**src/rtl/vector_lane_sequencer.sv**
```systemverilog
// Multi-beat vector ALU: LANES elements per cycle, valid/ready in and out.
// Optional VECTOR_LANE_SEQUENCER_SATURATE_EN makes add/sub signed-saturating.
module vector_lane_sequencer #(
  parameter int DATA_WIDTH        = 16,
  parameter int VECTOR_SIZE       = 6,
  parameter int LANES             = 2,
  parameter int ALU_CONTROL_WIDTH = 3
) (
  input  logic                              clock,
  input  logic                              reset,
  input  logic                              in_valid,
  output logic                              in_ready,
  input  logic [ALU_CONTROL_WIDTH-1:0]      in_alu_control,
  input  logic [VECTOR_SIZE*DATA_WIDTH-1:0] in_operand1,
  input  logic [VECTOR_SIZE*DATA_WIDTH-1:0] in_operand2,
  input  logic [DATA_WIDTH-1:0]             in_scalar,
  input  logic                              in_vector_scalar,
  output logic                              out_valid,
  input  logic                              out_ready,
  output logic [VECTOR_SIZE*DATA_WIDTH-1:0] out_result,
  output logic                              busy
);

  localparam int BEATS   = (VECTOR_SIZE + LANES - 1) / LANES;
  localparam int BEAT_W  = (BEATS > 1) ? $clog2(BEATS) : 1;
  localparam int SHIFT_W = (DATA_WIDTH > 1) ? $clog2(DATA_WIDTH) : 1;
  localparam int VW      = VECTOR_SIZE * DATA_WIDTH;
  localparam int ACW     = ALU_CONTROL_WIDTH;

  localparam logic [ACW-1:0] OP_ADD = ACW'(0);
  localparam logic [ACW-1:0] OP_SUB = ACW'(1);
  localparam logic [ACW-1:0] OP_AND = ACW'(2);
  localparam logic [ACW-1:0] OP_OR  = ACW'(3);
  localparam logic [ACW-1:0] OP_XOR = ACW'(4);
  localparam logic [ACW-1:0] OP_SLL = ACW'(5);
  localparam logic [ACW-1:0] OP_SRL = ACW'(6);
  localparam logic [ACW-1:0] OP_MUL = ACW'(7);

  typedef logic [DATA_WIDTH-1:0] elem_t;
  typedef enum logic [1:0] {IDLE, RUN, DONE} state_t;

  state_t            state;
  state_t            stateNext;
  logic [VW-1:0]     opA;
  logic [VW-1:0]     opB;
  logic [VW-1:0]     result;
  logic [ACW-1:0]    ctrl;
  logic [BEAT_W-1:0] beat;
  logic              accept;
  logic              lastBeat;

  assign accept   = in_valid && in_ready;
  assign lastBeat = (beat == BEAT_W'(BEATS - 1));

`ifdef VECTOR_LANE_SEQUENCER_SATURATE_EN
  // Sign bit and carry disagree only on signed overflow.
  function automatic elem_t satClamp(input logic [DATA_WIDTH:0] w);
    if (w[DATA_WIDTH] != w[DATA_WIDTH-1])
      return w[DATA_WIDTH] ? {1'b1, {(DATA_WIDTH-1){1'b0}}}
                           : {1'b0, {(DATA_WIDTH-1){1'b1}}};
    return w[DATA_WIDTH-1:0];
  endfunction
`endif

  function automatic elem_t aluOp(
    input logic [ACW-1:0] op,
    input elem_t          a,
    input elem_t          b
  );
    elem_t r;
    r = '0;
    case (op)
`ifdef VECTOR_LANE_SEQUENCER_SATURATE_EN
      OP_ADD: r = satClamp({a[DATA_WIDTH-1], a} + {b[DATA_WIDTH-1], b});
      OP_SUB: r = satClamp({a[DATA_WIDTH-1], a} - {b[DATA_WIDTH-1], b});
`else
      OP_ADD: r = a + b;
      OP_SUB: r = a - b;
`endif
      OP_AND: r = a & b;
      OP_OR:  r = a | b;
      OP_XOR: r = a ^ b;
      OP_SLL: r = a << b[SHIFT_W-1:0];
      OP_SRL: r = a >> b[SHIFT_W-1:0];
      OP_MUL: r = a * b;
      default: r = '0;
    endcase
    return r;
  endfunction

  always_ff @(posedge clock or posedge reset) begin
    if (reset) state <= IDLE;
    else       state <= stateNext;
  end

  always_comb begin
    stateNext = state;
    case (state)
      IDLE: if (accept) stateNext = RUN;
      RUN:  if (lastBeat) stateNext = DONE;
      DONE: if (out_ready) stateNext = accept ? RUN : IDLE;
      default: stateNext = IDLE;
    endcase
  end

  always_comb begin
    in_ready  = 1'b0;
    out_valid = 1'b0;
    busy      = 1'b0;
    case (state)
      IDLE: in_ready = 1'b1;
      RUN:  busy = 1'b1;
      DONE: begin
        busy      = 1'b1;
        out_valid = 1'b1;
        in_ready  = out_ready;
      end
      default: ;
    endcase
  end

  always_ff @(posedge clock or posedge reset) begin
    if (reset) begin
      opA    <= '0;
      opB    <= '0;
      ctrl   <= '0;
      beat   <= '0;
      result <= '0;
    end else if (accept) begin
      opA  <= in_operand1;
      opB  <= in_vector_scalar ? {VECTOR_SIZE{in_scalar}} : in_operand2;
      ctrl <= in_alu_control;
      beat <= '0;
    end else if (state == RUN) begin
      // Lanes past the last element only exist on the final beat.
      for (int l = 0; l < LANES; l++) begin
        if (int'(beat) * LANES + l < VECTOR_SIZE)
          result[(int'(beat) * LANES + l) * DATA_WIDTH +: DATA_WIDTH] <=
            aluOp(ctrl,
                  opA[(int'(beat) * LANES + l) * DATA_WIDTH +: DATA_WIDTH],
                  opB[(int'(beat) * LANES + l) * DATA_WIDTH +: DATA_WIDTH]);
      end
      beat <= lastBeat ? '0 : beat + 1'b1;
    end
  end

  assign out_result = result;

endmodule
```
**config.mk**
```make
export PLATFORM = sky130hd
export DESIGN_NAME = vector_lane_sequencer
export DESIGN_NICKNAME = d
export VERILOG_FILES = /design/src/rtl/vector_lane_sequencer.sv
export SDC_FILE = /design/constraint.sdc
export NUM_CORES = 2
export LEC_CHECK = 0
export ABC_AREA = 1
export CAP_MARGIN = 40
export CORE_MARGIN = 2
export CORE_UTILIZATION = 35
export CTS_BUF_LIST = sky130_fd_sc_hd__clkbuf_16
export DETAILED_ROUTE_END_ITERATION = 8
export GPL_TIMING_DRIVEN = 1
export PLACE_DENSITY = 0.56
export SLEW_MARGIN = 20
export SYNTH_ARGS = -nofsm -noshare
export SYNTH_HDL_FRONTEND = slang
export SYNTH_SLANG_ARGS = --single-unit
```
**constraint.sdc**
```tcl
create_clock -name clock -period 26.7 [get_ports clock]
set_input_delay 6.675 -clock clock [delete_from_list [all_inputs] [get_ports clock]]
set_output_delay 6.675 -clock clock [all_outputs]
set_load 0.01 [all_outputs]
```
==> Word level (Yosys, flattened, before mapping) <==
Cells that the tools add are included.
{ "classes": {"n_reduce_logical": 7, "mux": 26, "add_sub_neg": 8, "eq_ne": 13, "n_mul": 2, "n_bitwise": 7, "shift": 12, "magnitude_cmp": 2} }
{ "ops": {"columns": ["cell", "count"], "rows": [
  ["two-way mux 96 bit", 5],
  ["one-hot mux 16 bit (8 select lines)", 2],
  ["bitwise mux 96 bit", 2],
  ["variable shift 16 x 33 -> 96 bit, first input constant", 2],
  ["indexed part select 16 x 33 -> 96 bit", 2],
  ["indexed part select 96 x 32 -> 16 bit", 2],
  ["indexed part select 96 x 8 -> 16 bit", 2],
  ["two-way mux 16 bit", 6],
  ["negation 7 -> 33 bit", 1],
  ["negation 8 -> 33 bit", 1],
  ["adder 16 bit", 2],
  ["bitwise AND 16 bit", 2],
  ["less-than comparator 32 x 4 -> 1 bit, second input constant", 1],
  ["multiplier 16 x 16 -> 16 bit", 2],
  ["bitwise OR 16 bit", 2],
  ["left shift 16 x 4 -> 16 bit", 2],
  [">> shifter 16 x 4 -> 16 bit", 2],
  ["subtractor 16 bit", 2],
  ["bitwise XOR 16 bit", 2],
  ["equality test 3 bit, second input constant", 4],
  ["two-way mux 2 bit", 6],
  ["equality test 3 x 2 -> 1 bit, second input constant", 2],
  ["inequality test 2 bit, second input constant", 3],
  ["one-hot mux 2 bit (3 select lines)", 1],
  ["16 further kinds", 19]
]} }
{ "word_totals": {"regBits": 295, "out_inout_bits": 99} }

==> Depth between registers and ports, before layout <==
{ "logic_depth": {"ltp_word": 13, "mapped_depth": 37, "ltp_nobuf": 33} }

==> Worst setup path after synthesis <==
No wires, ideal clock.
{ "synth_timing": {"kind": "input-to-output", "startpoint": "input out_ready", "endpoint": "output in_ready", "n_path_buf": 0, "t_required_ns": 20.025, "arrival_time_ns": 6.963, "path_stages": 2, "setup_slack_ns": 13.062, "path_cell_list": "a21oi_1 inv_1"} }
{ "synth_via": {"elab_chain_len": 1} }
{ "synth_rtl": {"columns": ["item", "line_no", "source"], "rows": [
  ["start: declaration", "19", "input logic out_ready,"],
  ["one-hot mux 1 bit (2 select lines)", "110", "case (state)"],
  ["end: declaration", "12", "output logic in_ready,"]
]} }
No other way between the ends.

==> Worst setup path after layout <==
Same ends and word-level chain as after synthesis.

==> summary.md <==
| Metric | Value |
|---|---|
| # port buffers | around 310 |
| Max-slew headroom | 41.98% |
| Initial core utilization | 35.21% |
| Setup crit end kind | primary output |
| Slew of the pin with the lowest slew margin | 0.8682 ns |
| Detailed-route via count | 26,363 |
| Most used DFF post-synth | dfrtp_1 |
| Synth Area in Adders | around a fifth |
| Data required, critical path | 20.02 ns |
| MaxCap Viol Count | 0 |
| Io pins | about 320 |
| Share of the synthesized area in the top cell type | 26.12% |
| Sequential cell area fraction in the yosys report | 26.12% |
| TritonCTS clock tree | yes |
| H-tree depth | 2 |
| CORE AREA | 80,290 um2 |
| Post-route minimum period | 14.67 ns |
| Mux cell area share after synthesis | 0.1771% |
| DR pass1 iterations | 6 |
| Busiest layer in global routing | met2 |
| Clk sink count | a little under 300 |
| Area of the die | 83,050 um2 |
| Nets | 4,846 |
| YS warnings | 0 |
| Crit path kind | in2out |
| ANT cells | 0 |
| Rows | 104 |
| Drt total wl | just under 100,000 um |
| Antenna violations before repair | 0 |
| Commonest non-fill, non-tap cell in the layout | nand2_1 |
| # resized after CTS | 0 |
| Commonest cells after routing, fill and taps aside | 1,243 x nand2_1, 793 x inv_1, 369 x o21ai_0 |
| First-pass GRT wire length | 149,400 um |
| Clock Tree Buf Depth | 3 |
| Total CTS buffers | 36 |
| Worst reg-to-reg setup slack | roughly 18 ns |
| Number of enable flip-flop cells after synthesis | 0 |
| Post-synth cell types | 57 |
| Post-DRT Antenna Nets | 0 |
| Clock Latency Late Sink | just under 0.6 ns |
| Final setup vio count | 0 |
| Synth Area in XOR/XNOR | 1.921% |
| # DRC | 0 |
| Max frequency | between 60 and 70 MHz |
| Hold_buf cts | 0 |
| GR Util met1 | 33.15% |
| Share of layout cells above drive strength 1 | 4.575% |
| Fill count | 8,440 |
| Clock transition at path regs | approximately 0.06 ns |
| Simple-gate share of the synthesized area | 22.59% |
| Largest net degree at the start of global routing | 113 |
| Residual overflow from global routing | 0 |
| CP max FO | 3 |
| Worst path arrival time | 7.99 ns |
| Crit path launch type | primary input |
| Die height | approximately 290 um |
| Drt via density | just under 5 |
| Mean Syn Cell Area | 7.028 um2 |
| Area growth, synth to finish | 19.59% |
| Async S/R FF share, synth | between 90% and 100% |
| Placed wire-length estimate | 71,840 um |
| Met3 usage | 4.463% |
| WL per Instance | ~18 um |
| Post-synthesis compound-gate area fraction | 14.87% |
| Clk root buf | clkbuf_16 |
| Largest family of logic cells by synthesized area | simple AND/OR/NAND/NOR gates |
| Mapped Nets | between 4,000 and 5,000 |
| Seq cells post-synth | 295 |
| Synth Instances | 4,022 |
| Post-synth top area cell | dfrtp_1 |
| Final Max Slew Viols | 0 |
| DR iter-0 viols | 1,875 |
| Mapped cell area | 28,270 um2 |
| Final clock skew | between 0.04 and 0.05 ns |
| Final Cycle Share | a little over half |
| RSZ-0062 raised after global routing | no |
| Status | complete, no violations |
| Hold Vio Cnt, Final | 0 |
| Top area cells in the synthesized netlist | dfrtp_1 26%, nand2_1 17%, fa_1 11%, inv_1 10%, ha_1 9.2% |
| Die X-Extent | 288.2 um |
| GRT Total Usage | 23.22% |
| Postcts setup bufs | 0 |
| Setup tns final | 0 ns |
| Number of global-route vias before repair | 25,533 |
| RePlAce Congestion | 0.9294 |
| GRT met2 Usage | between 30 and 40% |
| Hold Crit Class | reg2reg |
==> per-layer routing <==
layer | share of wire [%] | wire length [um]
met5 | 0 | 0
met4 | 2.0 | 1965
met3 | 7.3 | 6983
met1 | 47 | 45430
met2 | 43 | 41790
==> synthesized netlist by cell type (all sizes together) (17+ instances only) <==
| library cell | n |
|---|---|
| inv | 800 |
| nand4 | 17 |
| o211ai | 39 |
| fa | 162 |
| clkbuf | 121 |
| nand3 | 159 |
| nand2 | 1254 |
| xor2 | 45 |
| a21oi | 97 |
| xnor2 | 17 |
| o21ai | 460 |
| nor3 | 26 |
| ha | 207 |
| a221oi | 18 |
| nor2 | 110 |
| buf | 60 |
| dfrtp | 295 |
==> sequential cells by signal, indices dropped and copies added (netlist names) <==
| signal | cells |
|---|---|
| opA | 96 |
| opB | 96 |
| out_result | 96 |
| ctrl | 3 |
| beat | 2 |
| state | 2 |
==> kinds of logic (layout without fill, tap and decap cells) <==
family                     count (synthesis)  in the layout
buffers and inverters                    988           1250
DFF                                      295            295
AOI/OAI and AO/OA                        711            711
muxes                                      5              5
and+or+nand+nor                         1592           1592
xor gates and xnor gates                  62             62
adders and majority gates                369            369
==> final timing paths <==
path	start	to	cells past startpoint
max	out_ready	in_ready	4
min	opA[95]	opA[95]	2
max reg2reg	beat[0]	out_result[59]	27
min reg2reg	opA[95]	opA[95]	2
max in group asynchronous	reset	out_result[81]	5
min in group asynchronous	reset	opB[49]	2
==> worst max-delay path, cell delays in order <==
cell and delay, ns:
clkdlybuf4s50_1 0.42, a21oi_1 0.35, inv_1 0.07, clkdlybuf4s50_1 0.48
==> stage by stage <==
| step | instance area (um2) | std cells | setup WS [ns] | util, % | hold slack, ns |
|---|---|---|---|---|---|
| global placement | 32300 | 5260 | 11.99 | 40.23 | 0.4531 |
| CTS | 33700 | 5336 | 12.02 | 41.98 | 0.4722 |
| global route | 33800 | 5344 | 11.96 | 42.10 | 0.4856 |
| floorplan | 28270 | 4022 | 11.88 | - | 0.4366 |
| detailed placement | 32580 | 5275 | 12.03 | 40.58 | 0.4578 |
| finish | 33800 | 5344 | 12.03 | 42.10 | 0.4671 |
==> layout make-up <==
type                       count  area (um2)  share of cell area, %
sequential                   295        7386                  21.85
clock inverter                24       195.2                 0.5774
tap                         1060        1326                  3.923
inverter                     807        3042                  8.998
multi-input combinational   2739       17070                  50.50
timing repair buffer         382        3859                  11.42
clock buffer                  37       925.9                  2.739
Power is not shown: default switching activity piles up to over one toggle a cycle in this logic, so the estimate is an artifact.
